$ cat src/rtl/ram_arb_pkg.sv
// Shared types and constants for the two-master RAM port arbiter.
package ram_arb_pkg;

   typedef enum logic [1:0] {
      IDLE = 2'd0,
      XFER = 2'd1,
      RESP = 2'd2
   } state_e;

   localparam int unsigned M_CORE     = 0;
   localparam int unsigned M_AUX      = 1;
   localparam int unsigned ADDR_W_DEF = 32;
   localparam int unsigned DATA_W_DEF = 32;

endpackage

$ cat src/rtl/ram_arbiter_rr_arb2.sv
// Two-way round-robin winner pick; purely combinational.
module rr_arb2
   import ram_arb_pkg::*;
(
   input  logic [1:0] req_i,
   input  logic [1:0] mask_i,
   input  logic       last_i,
   output logic       win_valid_o,
   output logic       win_idx_o
);

   logic [1:0] eff;

   assign eff         = req_i & ~mask_i;
   assign win_valid_o = |eff;
   // On a tie the master that did not win last time goes next.
   assign win_idx_o   = (&eff) ? ~last_i : eff[M_AUX];

endmodule

$ cat src/rtl/ram_arbiter.sv
// Serialises two masters onto one synchronous RAM port and routes read data back.
module ram_arbiter
   import ram_arb_pkg::*;
#(
   parameter int unsigned ADDR_W = ADDR_W_DEF,
   parameter int unsigned DATA_W = DATA_W_DEF
) (
   input  logic                clk,
   input  logic                rst_n,
   input  logic                m0_req_i,
   input  logic                m0_we_i,
   input  logic [ADDR_W-1:0]   m0_addr_i,
   input  logic [DATA_W/8-1:0] m0_addr_sel_i,
   input  logic [DATA_W-1:0]   m0_wdata_i,
   output logic                m0_gnt_o,
   output logic                m0_rvalid_o,
   output logic [DATA_W-1:0]   m0_rdata_o,
   input  logic                m1_req_i,
   input  logic                m1_we_i,
   input  logic [ADDR_W-1:0]   m1_addr_i,
   input  logic [DATA_W/8-1:0] m1_addr_sel_i,
   input  logic [DATA_W-1:0]   m1_wdata_i,
   output logic                m1_gnt_o,
   output logic                m1_rvalid_o,
   output logic [DATA_W-1:0]   m1_rdata_o,
   output logic                ram_ce_o,
   output logic                ram_wr_en_o,
   output logic [ADDR_W-1:0]   ram_addr_o,
   output logic [DATA_W/8-1:0] ram_addr_sel_o,
   output logic [DATA_W-1:0]   ram_wr_data_o,
   input  logic [DATA_W-1:0]   ram_data_in_i
);

   localparam int unsigned SEL_W = DATA_W / 8;

   logic [1:0]              req, we;
   logic [1:0][ADDR_W-1:0]  addr;
   logic [1:0][SEL_W-1:0]   sel;
   logic [1:0][DATA_W-1:0]  wdata;

   assign req   = {m1_req_i, m0_req_i};
   assign we    = {m1_we_i, m0_we_i};
   assign addr  = {m1_addr_i, m0_addr_i};
   assign sel   = {m1_addr_sel_i, m0_addr_sel_i};
   assign wdata = {m1_wdata_i, m0_wdata_i};

   state_e                  state_q, state_d;
   logic                    last_q, last_d;
   logic                    idx_q, idx_d;
   logic                    we_q, we_d;
   logic [ADDR_W-1:0]       addr_q, addr_d;
   logic [SEL_W-1:0]        sel_q, sel_d;
   logic [DATA_W-1:0]       wdata_q, wdata_d;
   logic [1:0][DATA_W-1:0]  rdata_q, rdata_d;

   logic       arb_en, win_valid, win_idx;
   logic [1:0] mask;

   rr_arb2 u_arb (
      .req_i       (req),
      .mask_i      (mask),
      .last_i      (last_q),
      .win_valid_o (win_valid),
      .win_idx_o   (win_idx)
   );

   always_comb begin
      state_d = state_q;
      last_d  = last_q;
      idx_d   = idx_q;
      we_d    = we_q;
      addr_d  = addr_q;
      sel_d   = sel_q;
      wdata_d = wdata_q;
      rdata_d = rdata_q;
      arb_en  = 1'b0;
      mask    = 2'b00;
      unique case (state_q)
         IDLE: arb_en = 1'b1;
         XFER: begin
            // The winner's req is still up while it sees gnt; mask it so it cannot win twice.
            if (we_q) begin
               arb_en      = 1'b1;
               mask[idx_q] = 1'b1;
            end else begin
               state_d = RESP;
            end
         end
         RESP: begin
            arb_en         = 1'b1;
            rdata_d[idx_q] = ram_data_in_i;
         end
         default: state_d = IDLE;
      endcase
      if (arb_en) begin
         if (win_valid) begin
            state_d = XFER;
            idx_d   = win_idx;
            last_d  = win_idx;
            we_d    = we[win_idx];
            addr_d  = addr[win_idx];
            sel_d   = sel[win_idx];
            wdata_d = wdata[win_idx];
         end else begin
            state_d = IDLE;
         end
      end
   end

   always_ff @(posedge clk or negedge rst_n) begin
      if (!rst_n) begin
         state_q <= IDLE;
         last_q  <= 1'b1;
         idx_q   <= 1'b0;
         we_q    <= 1'b0;
         addr_q  <= '0;
         sel_q   <= '0;
         wdata_q <= '0;
         rdata_q <= '0;
      end else begin
         state_q <= state_d;
         last_q  <= last_d;
         idx_q   <= idx_d;
         we_q    <= we_d;
         addr_q  <= addr_d;
         sel_q   <= sel_d;
         wdata_q <= wdata_d;
         rdata_q <= rdata_d;
      end
   end

   logic xfer, resp;
   assign xfer = (state_q == XFER);
   assign resp = (state_q == RESP);

   assign ram_ce_o       = xfer;
   assign ram_wr_en_o    = xfer & we_q;
   assign ram_addr_o     = addr_q;
   assign ram_addr_sel_o = sel_q;
   assign ram_wr_data_o  = wdata_q;

   assign m0_gnt_o    = xfer & (idx_q == 1'(M_CORE));
   assign m1_gnt_o    = xfer & (idx_q == 1'(M_AUX));
   assign m0_rvalid_o = resp & (idx_q == 1'(M_CORE));
   assign m1_rvalid_o = resp & (idx_q == 1'(M_AUX));
   // rdata_d already shows the live RAM word during RESP, so rvalid and data line up.
   assign m0_rdata_o  = rdata_d[M_CORE];
   assign m1_rdata_o  = rdata_d[M_AUX];

endmodule

$ cat config.mk
export PLATFORM = sky130hd
export DESIGN_NAME = ram_arbiter
export DESIGN_NICKNAME = d
export VERILOG_FILES = /design/src/rtl/ram_arb_pkg.sv /design/src/rtl/ram_arbiter_rr_arb2.sv /design/src/rtl/ram_arbiter.sv
export SDC_FILE = /design/constraint.sdc
export NUM_CORES = 1
export LEC_CHECK = 0
export CAP_MARGIN = 15
export CORE_MARGIN = 4
export CORE_UTILIZATION = 41
export CTS_CLUSTER_DIAMETER = 30
export CTS_CLUSTER_SIZE = 8
export DETAILED_ROUTE_END_ITERATION = 6
export HOLD_SLACK_MARGIN = 0.02
export PLACE_DENSITY = 0.92
export SLEW_MARGIN = 20
export SYNTH_ARGS = -nofsm -noshare
export SYNTH_HDL_FRONTEND = slang
export SYNTH_HIERARCHICAL = 1
export SYNTH_SLANG_ARGS = --single-unit
$ cat constraint.sdc
create_clock -name clk -period 2.8 [get_ports clk]
set_input_delay 0.28 -clock clk [delete_from_list [all_inputs] [get_ports clk]]
set_output_delay 0.28 -clock clk [all_outputs]
set_load 0.005 [all_outputs]
## Yosys cells after proc, flatten, opt, wreduce, memory -nomap -nowiden

Index checks and enable logic that the tools add are counted.

| operators by class | value |
|---|---|
| bitwise logic cells | 9 |
| reductions and logical operators | 7 |
| equal/unequal tests | 4 |
| multiplexer cells | 23 |
| order comparisons | 3 |

Operator list:

| cell | count |
|---|---|
| 32-bit 2-to-1 mux | 5 |
| 64-bit bitwise mux | 1 |
| 64-bit 2-to-1 mux | 1 |
| 32-bit demux with 1-bit select | 1 |
| 2-bit 2-to-1 mux | 4 |
| 4-bit 2-to-1 mux | 2 |
| 1-bit 2-to-1 mux | 6 |
| 2-bit AND reduction | 3 |
| 1-bit bitwise AND | 5 |
| 1-bit by 2-bit less-than comparator with 1-bit output, second input constant | 2 |
| 2-bit one-hot mux with 2 select lines | 1 |
| 2-bit OR reduction | 2 |
| 3-bit inequality test, second input constant | 1 |
| 2-bit bitwise AND | 1 |
| 2-bit by 1-bit equality test with 1-bit output, second input constant | 1 |
| 2-bit equality test, second input constant | 1 |
| 2-bit logical NOT | 1 |
| 2-bit by 1-bit inequality test with 1-bit output, second input constant | 1 |
| 1-bit NOT | 2 |
| 2-bit NOT | 1 |
| 1-bit one-hot mux with 2 select lines | 1 |
| 1-bit demux with 1-bit select | 1 |
| 1-bit greater-or-equal comparator, second input constant | 1 |
| 1-bit logical AND | 1 |

| word-level totals | value |
|---|---|
| logic and storage cells | 55 |
| bits in registers | 137 |
| input bits | 174 |
| output and inout port bits | 138 |

## Depth between registers and ports, before layout

Gate-level depths: netlist of run 1.

| logic depth | value |
|---|---|
| depth after elaboration | 12 |
| gate-level depth with buffers | 10 |

## Cells and area by module

The synthesis of run 1 kept the hierarchy.

By module, submodules not included:

| module | area each (sq um) | cells each | times used |
|---|---|---|---|
| ram_arbiter | 6346.1 | 377 | 1 |
| rr_arb2 | 38.8 | 5 | 1 |

## Worst setup path before layout of run 1

No wires, ideal clock.

| timing | value |
|---|---|
| path kind | reg2reg |
| from | reg state_q[1] |
| to | reg sel_q[3] (netlist: ram_addr_sel_o[3]) |
| cell stages (with the launch flop) | 11 |
| path slack | 0.575 ns |
| data arrival time | 2.101 ns |
| clock period less this slack | 2.225 ns |
| buffers on the path | 2 |
| required time | 2.675 ns |
| cells stage by stage | dfrtp_1 -> nand2b_1 -> inv_1 -> and2_1 -> nor2b_1 -> inv_1 -> a31oi_2 -> buf_6 -> buf_2 -> mux2_2 -> mux2_2 |

| on the way | value |
|---|---|
| cells in the longest elaborated chain, start to end | 8 |
| elaborated cells on any way between the ends | 14 |
| those cells by class | 2 x eq/ne; 5 x mux; 2 x bitwise; 5 x reduce/logical |

Ends and longest elaborated chain:

| element | RTL line | source |
|---|---|---|
| start: declaration | ram_arbiter.sv:47 | `state_e state_q, state_d;` |
| start signal: assignment | ram_arbiter.sv:121 | `state_q <= state_d;` |
| 2-bit by 1-bit equality test with 1-bit output | - |  |
| named net ram_ce_o | ram_arbiter.sv:26 | `output logic ram_ce_o,` |
| 2-bit 2-to-1 mux | ram_arbiter.sv:78 | `unique case (state_q)` |
| named net mask[0] | ram_arbiter.sv:57 | `logic [1:0] mask;` |
| 2-bit NOT | ram_arbiter_rr_arb2.sv:14 | `assign eff = req_i & ~mask_i;` |
| 2-bit bitwise AND | ram_arbiter_rr_arb2.sv:14 |  |
| 2-bit AND reduction | ram_arbiter_rr_arb2.sv:17 | `assign win_idx_o = (&eff) ? ~last_i : eff[M_AUX];` |
| 1-bit 2-to-1 mux | ram_arbiter_rr_arb2.sv:17 |  |
| named net win_idx | ram_arbiter.sv:56 | `logic arb_en, win_valid, win_idx;` |
| 4-bit 2-to-1 mux (not written as such) (2 in a row) | ram_arbiter.sv:102 | `sel_d = sel[win_idx];` |
| end signal: assignment | ram_arbiter.sv:126 | `sel_q <= sel_d;` |
| end: declaration | ram_arbiter.sv:52 | `logic [SEL_W-1:0] sel_q, sel_d;` |

The timed path passes the listed nets, and every way through them passes these cells. The select of a mux whose other input is x is not followed.
A chain may end at the register's enable or synchronous reset.

## Worst setup path after layout of run 1

| timing | value |
|---|---|
| from | reg state_q[0] |
| to | reg addr_q[8] (netlist: ram_addr_o[8]) |

| on the way | value |
|---|---|
| cells in the longest elaborated chain, start to end | 8 |
| elaborated cells on any way between the ends | 14 |
| those cells by class | 2 x eq/ne; 5 x mux; 2 x bitwise; 5 x reduce/logical |

Ends and longest elaborated chain:

| element | RTL line | source |
|---|---|---|
| 2-bit by 1-bit equality test with 1-bit output | ram_arbiter.sv:78 |  |
| 2-bit 2-to-1 mux | ram_arbiter.sv:78 |  |
| named net mask[0] | ram_arbiter.sv:57 |  |
| 2-bit NOT | ram_arbiter_rr_arb2.sv:14 |  |
| 2-bit bitwise AND | ram_arbiter_rr_arb2.sv:14 |  |
| 2-bit AND reduction | ram_arbiter_rr_arb2.sv:17 |  |
| 1-bit 2-to-1 mux | ram_arbiter_rr_arb2.sv:17 |  |
| named net win_idx | ram_arbiter.sv:56 |  |
| 32-bit 2-to-1 mux (not written as such) (2 in a row) | ram_arbiter.sv:101 | `addr_d = addr[win_idx];` |
| end signal: assignment | ram_arbiter.sv:125 | `addr_q <= addr_d;` |
| end: declaration | ram_arbiter.sv:51 | `logic [ADDR_W-1:0] addr_q, addr_d;` |

The timed path passes the listed nets, and every way through them passes these cells. The select of a mux whose other input is x is not followed.

==> results of run 1 <==
-- through the flow --
stage	total power, W	hold slack [ns]	setup WS [ns]	std cells	area [sq um]
floorplan	0.00650	-0.0156	0.575	382	6380
finish	0.0115	0.421	0.215	904	10200
CTS	0.0117	0.425	0.184	904	10200
global route	0.0121	0.485	0.0800	904	10200
detailed placement	0.00947	0.305	0.236	871	9640
global placement	0.00926	0.294	0.425	871	9640
-- flip-flops by register name, summed over array words and instances, names as in the netlist --
register,count
ram_addr_sel_o,4
rdata_q,64
ram_wr_data_o,32
we_q,1
state_q,2
idx_q,1
ram_addr_o,32
last_q,1
-- per-layer routing --
layer	global-route usage	vias up	part of all wire
li1	-	2010	-
met3	0.0734	38	0.075
met4	0.0791	0	0.028
met1	0.227	2200	0.37
met5	0	-	0
met2	0.370	197	0.53
-- repair_timing --
| action | in CTS | in global routing |
|---|---|---|
| buffers inserted | 0 | 0 |
| hold buffers | 1 | 0 |
| hold endpoints to repair | 56 | 0 |
| gates resized for setup | 0 | 0 |
-- cell usage in the layout (no fill, tap or decap), drive strengths merged --
cell and n:
clkdlybuf4s50 310, mux2 204, dfrtp 136, clkbuf 18, buf 14, clkinv 8
inv 6, clkinvlp 3, nand2b 3, and2 2, nor2 2, nand3b 1
nor3b 1, nor2b 1, and3 1, a21boi 1, bufinv 1, dlygate4sd3 1
dfstp 1, o21ai 1, a31oi 1
-- cell type report --
class	count	area share
clock buffer	18	0.0420
clock inverter	14	0.0123
inverter	4	0.00147
multi-input combinational	218	0.264
sequential	137	0.336
tap	188	0.0230
timing repair buffer	325	0.322
-- path summary, 6_finish.rpt --
kind	to	slack [ns]	startpoint	cells after the start
min in group clk	rdata_q[27]	0.48	rdata_q[27]	1
hold reg to reg	rdata_q[27]	0.48	rdata_q[27]	1
setup / recovery	ram_addr_o[8]	0.22	state_q[0]	9
hold / removal	ram_wr_data_o[30]	0.42	rst_n	2
setup reg to reg	ram_addr_o[8]	0.22	state_q[0]	9
max in group asynchronous	last_q	1.64	rst_n	3
-- power by group through the flow --
stage	clock, W	combinational [W]	sequential (W)
finish	0.00208	0.00589	0.00353
global route	0.00221	0.00626	0.00365
CTS	0.00213	0.00598	0.00354
detailed placement	0	0.00595	0.00352
global placement	0	0.00579	0.00347
floorplan	0	0.00307	0.00343
-- cells by family (layout without fill, tap and decap cells) --
family | Yosys count | count (layout) | share of synthesized area
AOI/OAI and AO/OA | 3 | 3 | 0.00451
buffers and inverters | 27 | 361 | 0.0441
DFF | 137 | 137 | 0.537
muxes | 204 | 204 | 0.400
and+or+nand+nor | 11 | 11 | 0.0139
==> flow_metrics.env, run 1 <==
export IMPL_outcome="completed"
export IMPL_wl_per_cell_um=19.9
export IMPL_worstPathRequired_ns=3.08
export IMPL_fmax_ghz=0.387
export IMPL_drv_slew=0
export IMPL_overflow=0
export IMPL_crit_type="register to register"
export IMPL_drive_gt1_frac=0.330
export IMPL_drt_first_pass_iters=4
export IMPL_nets=877
export IMPL_post_synth_top_count_cell="dfrtp_1"
export IMPL_cp_slowest_cell="dfrtp_1"
export IMPL_synth_seq_cells=137
export IMPL_critPathMaxFanout=71
export IMPL_grt_max_degree=72
export IMPL_clk_pin_slew_ns=0.06
export IMPL_syn_num_nets=556
export IMPL_globalplace_congestion=0.807
export IMPL_async_flop_share=1.00
export IMPL_crit_arrival_ns=2.87
export IMPL_synth_flop_cell="dfrtp_1"
export IMPL_groute_usage_overall=0.208
export IMPL_clk_latency_ns=0.41
export IMPL_switching_power_w=0.00331
export IMPL_cts_tree="yes"
export IMPL_path_cells="nand2b_1 -> inv_1 -> and2_1 -> nor2b_1 -> inv_1 -> a31oi_4 -> buf_12 -> mux2_2 -> mux2_4"
export IMPL_rsz0062_at_grt="no"
export IMPL_pwr_share_seq=0.307
export IMPL_fin_crit_sh=0.923
export IMPL_cts_sinks=137
export IMPL_syn_to_final_growth_pct=59.9
export IMPL_ir_drop_v=0.000608
export IMPL_hold_class="input pin to asynchronous set/reset pin"
export IMPL_clk_path_buf_depth=2
export IMPL_fin_util=0.672
export IMPL_yosys_warnings=6
export IMPL_htreeDepth=4
export IMPL_chipHeight_um=133
export IMPL_clkPwrFrac=0.180
export IMPL_cp_start_kind="register"
export IMPL_std_cell_rows=45
export IMPL_grt_pass1_vias=5253
export IMPL_crit_family="multiplexers"
export IMPL_syn_area_sq_um=6380
export IMPL_power_density_nw_per_um2=1130
export IMPL_worstMarginPinSlew_ns=0.567
export IMPL_grt_pass1_wl_mm=28.9
export IMPL_ys_types=21
export IMPL_p_sw_frac=0.287
export IMPL_cp_common_cell="inv_1"
export IMPL_vias=4445
export IMPL_slew_headroom=0.622
export IMPL_fill_cells=1040
export IMPL_cap_violations=0
export IMPL_setup_viol=0
export IMPL_dieWidth_um=133
export IMPL_multi_input_area_sq_um=2690
export IMPL_skew_ns=0.0102
export IMPL_regArea_sq_um=3430
export IMPL_ys_seq_area_frac=0.537
export IMPL_p_leak_nw=4.36
export IMPL_drc=0
export IMPL_synth_edf_count=0
export IMPL_slowest_delay_ns=0.48
export IMPL_ant_nets=0
export IMPL_coreArea_sq_um=15200
export IMPL_synth_top_cell_by_area="dfrtp_1"
export IMPL_dp_hpwl_mm=13.7
export IMPL_via_per_inst=4.92
export IMPL_fin_setup_tns_ns=0
export IMPL_drt_iter0_markers=104
export IMPL_crit_buf_inv=3
export IMPL_ys_top_cells_by_count="dfrtp_1 (136), mux2_2 (116), mux2_4 (69)"
export IMPL_synth_top_area_share=0.533
export IMPL_diodes=0
export IMPL_p_int_w=0.00820
export IMPL_cts_root_buf="clkbuf_16"
export IMPL_period_needed_ns=2.58
export IMPL_portBuffers=311
export IMPL_dieArea_sq_um=17600
export IMPL_synth_area_leaders="dfrtp_1 (53%), mux2_2 (20%), mux2_4 (16%)"
export IMPL_initial_utilization=0.420
export IMPL_syn_inst=382
export IMPL_drt_wl_total_mm=18.0
export IMPL_pwr_share_comb=0.512
export IMPL_synth_avg_cell_area_sq_um=16.7
export IMPL_num_io_pins=312
export IMPL_antenna_found_initial=0
export IMPL_cts_buffers=17
export IMPL_worst_setup_path_end_kind="register"
export IMPL_hold_viol_final=0
(Power assumes the default switching activity.)
==> inputs of run 2 (changes only) <==
--- a/config.mk
+++ b/config.mk
@@ -5,6 +5,7 @@
 export SDC_FILE = /design/constraint.sdc
 export NUM_CORES = 1
 export LEC_CHECK = 0
+export ABC_AREA = 1
 export CAP_MARGIN = 15
 export CORE_MARGIN = 4
 export CORE_UTILIZATION = 41
@@ -12,8 +13,7 @@
 export CTS_CLUSTER_SIZE = 8
 export DETAILED_ROUTE_END_ITERATION = 6
 export HOLD_SLACK_MARGIN = 0.02
-export PLACE_DENSITY = 0.92
-export SLEW_MARGIN = 20
+export PLACE_DENSITY = 0.93
 export SYNTH_ARGS = -nofsm -noshare
 export SYNTH_HDL_FRONTEND = slang
 export SYNTH_HIERARCHICAL = 1
==> run 2 against run 1 <==
Compared with the run above:
- clock power rose by 17%
- sequential cell count unchanged
- register-to-register slack improved by 0.28 ns
- first-iteration DRC count rose to 3.2 times the previous value
- global-route usage increased by 3.6 points
- cell count increased by 46%
- power is 3.2% lower
==> flow_metrics.env, run 2 <==
export IMPL_grt_pass1_vias=6689
export IMPL_synth_edf_count=0
export IMPL_synth_top_cell_by_area="dfrtp_1"
export IMPL_fill_cells=1081
export IMPL_post_synth_top_count_cell="nand2_1"
export IMPL_ys_types=16
export IMPL_synth_seq_cells=137
export IMPL_outcome="completed"
export IMPL_vias=6661
export IMPL_yosys_warnings=6
export IMPL_largest_reg_flops=64
export IMPL_wl_met2_mm=10.8
export IMPL_drt_iter0_markers=334
export IMPL_critPathMaxFanout=33
export IMPL_fin_setup_tns_ns=0
export IMPL_fin_crit_sh=0.893
export IMPL_grt_pass1_wl_mm=34.0
export IMPL_grt_max_degree=70
export IMPL_worstMarginPinSlew_ns=0.570
export IMPL_ys_seq_area_frac=0.551
export IMPL_synth_avg_cell_area_sq_um=7.50
export IMPL_postCtsSetupBuffers=0
export IMPL_chipHeight_um=131
export IMPL_syn_area_sq_um=6220
export IMPL_groute_usage_overall=0.243
export IMPL_initial_utilization=0.423
export IMPL_via_per_inst=5.04
export IMPL_synth_area_leaders="dfrtp_1 (55%), nand2_1 (31%), nand3_1 (5.7%)"
export IMPL_synth_xor_area_frac=0
export IMPL_rsz0062_at_grt="no"
export IMPL_num_io_pins=312
export IMPL_cts_root_buf="clkbuf_16"
export IMPL_ys_top_cells_by_count="nand2_1 (514), dfrtp_1 (136), nand3_1 (71)"
export IMPL_wl_met1_mm=7.76
export IMPL_worstPathRequired_ns=2.52
export IMPL_clk_latency_ns=0.41
export IMPL_power_density_nw_per_um2=1100
export IMPL_cp_start_kind="register"
export IMPL_syn_inst=830
export IMPL_dieArea_sq_um=17200
export IMPL_ant_nets=0
export IMPL_hold_viol_final=0
export IMPL_synth_top_family_by_area="simple AND/OR/NAND/NOR gates"
export IMPL_std_cell_rows=44
export IMPL_cts_sinks=137
export IMPL_dp_hpwl_mm=15.3
export IMPL_cts_tree="yes"
export IMPL_muxShareOfSynthArea=0
export IMPL_dieWidth_um=131
export IMPL_highest_layer="met4"
export IMPL_syn_num_nets=1004
export IMPL_final_cell_mix="nand2_1 (514), clkdlybuf4s50_1 (310), dfrtp_1 (136)"
export IMPL_regMostFlops="rdata_q"
export IMPL_synth_compound_area_frac=0.0265
export IMPL_coreArea_sq_um=14700
export IMPL_globalplace_congestion=0.837
export IMPL_wl_per_cell_um=16.2
export IMPL_fin_hold_ws_ns=0.337
export IMPL_multi_input_area_sq_um=2520
export IMPL_drv_slew=0
export IMPL_period_needed_ns=2.50
export IMPL_crit_arrival_ns=2.22
export IMPL_nets=1297
export IMPL_drt_first_pass_iters=5
export IMPL_clk_path_buf_depth=2
export IMPL_fmax_ghz=0.400
export IMPL_setup_viol=0
export IMPL_final_common_cell="nand2_1"
export IMPL_syn_to_final_growth_pct=63.1
export IMPL_htreeDepth=4
export IMPL_synth_simple_area_share=0.377
export IMPL_synth_top_area_share=0.547
export IMPL_hold_class="input pin to asynchronous set/reset pin"
export IMPL_slew_headroom=0.620
export IMPL_crit_type="register to output pin"
export IMPL_clk_pin_slew_ns=0.06
export IMPL_routed_wl_met3_mm=2.14
export IMPL_portBuffers=311
export IMPL_worst_setup_path_end_kind="output pin"
export IMPL_async_flop_share=1.00
export IMPL_drive_gt1_frac=0.0493
export IMPL_cts_buffers=17
export IMPL_overflow=0
export IMPL_skew_ns=0.00566
export IMPL_regArea_sq_um=3430
export IMPL_synth_flop_cell="dfrtp_1"
export IMPL_p_leak_nw=5.05
export IMPL_drc=0
export IMPL_antenna_found_initial=1
export IMPL_synth_fa_ha_area_frac=0
export IMPL_cap_violations=0
export IMPL_drt_wl_total_mm=21.4
export IMPL_ir_drop_v=0.000520
run 2: layout make-up:
cell class	count	area share
Antenna cell	1	0.000247
Clock buffer	23	0.0481
Clock inverter	9	0.0159
Inverter	11	0.00407
Multi-Input combinational cell	629	0.248
Sequential cell	137	0.338
Tap cell	184	0.0227
Timing Repair Buffer	327	0.323
run 2: report_power, final:
group | internal [W] | total (W) | switching [W] | leakage, nW
registers | 0.00296 | 0.00340 | 0.000433 | 1.68
logic | 0.00271 | 0.00532 | 0.00260 | 3.06
clock network | 0.00159 | 0.00243 | 0.000834 | 0.310
run 2: kinds of logic (layout without fill, tap and decap cells):
family          after synthesis  after routing
simple gates                596            596
flops                       137            137
buf+inv                      64            370
compound gates               33             33
other cells                   0              1
run 2: final timing paths:
check / from / end / slack [ns] / cells past startpoint
max reg2reg: state_q[1] / ram_wr_data_o[11] / 0.50 / 12
min in group clk: ram_data_in_i[7] / rdata_q[39] / 0.47 / 3
max in group asynchronous: rst_n / last_q / 1.63 / 3
max: state_q[0] / m0_rdata_o[2] / 0.30 / 7
min: rst_n / rdata_q[15] / 0.34 / 2
min reg2reg: ram_addr_o[29] / ram_addr_o[29] / 0.47 / 2
run 2: repair_timing:
action | in CTS | in global routing
resized for setup | 0 | 0
hold endpoints to repair | 29 | 0
hold buffers | 1 | 0
run 2: metrics by stage:
| step | instances | cell area [sq um] | utilization | total power [W] | setup WS [ns] |
|---|---|---|---|---|---|
| after global routing | 1321 | 10100 | 0.690 | 0.0119 | 0.196 |
| final | 1321 | 10100 | 0.690 | 0.0111 | 0.300 |
| after CTS | 1320 | 10100 | 0.690 | 0.0112 | 0.288 |
| after detailed placement | 1287 | 9480 | 0.645 | 0.00872 | 0.536 |
| after floorplan | 830 | 6220 | - | 0.00550 | 0.916 |
| after global placement | 1287 | 9480 | 0.645 | 0.00852 | 0.600 |
run 2: worst max-delay path, stage by stage (launching register included):
cell	delay [ns]
dfrtp_1	0.41
inv_2	0.08
nand2_1	0.07
nor2_2	0.08
buf_4	0.36
nand2_1	0.17
nand2_1	0.13
clkdlybuf4s50_1	0.50
run 2: metal layers:
metal | GRT usage | up-vias
met5 | 0 | -
met4 | 0.0957 | 0
met3 | 0.0856 | 46
met2 | 0.434 | 370
met1 | 0.266 | 3088
li1 | - | 3157
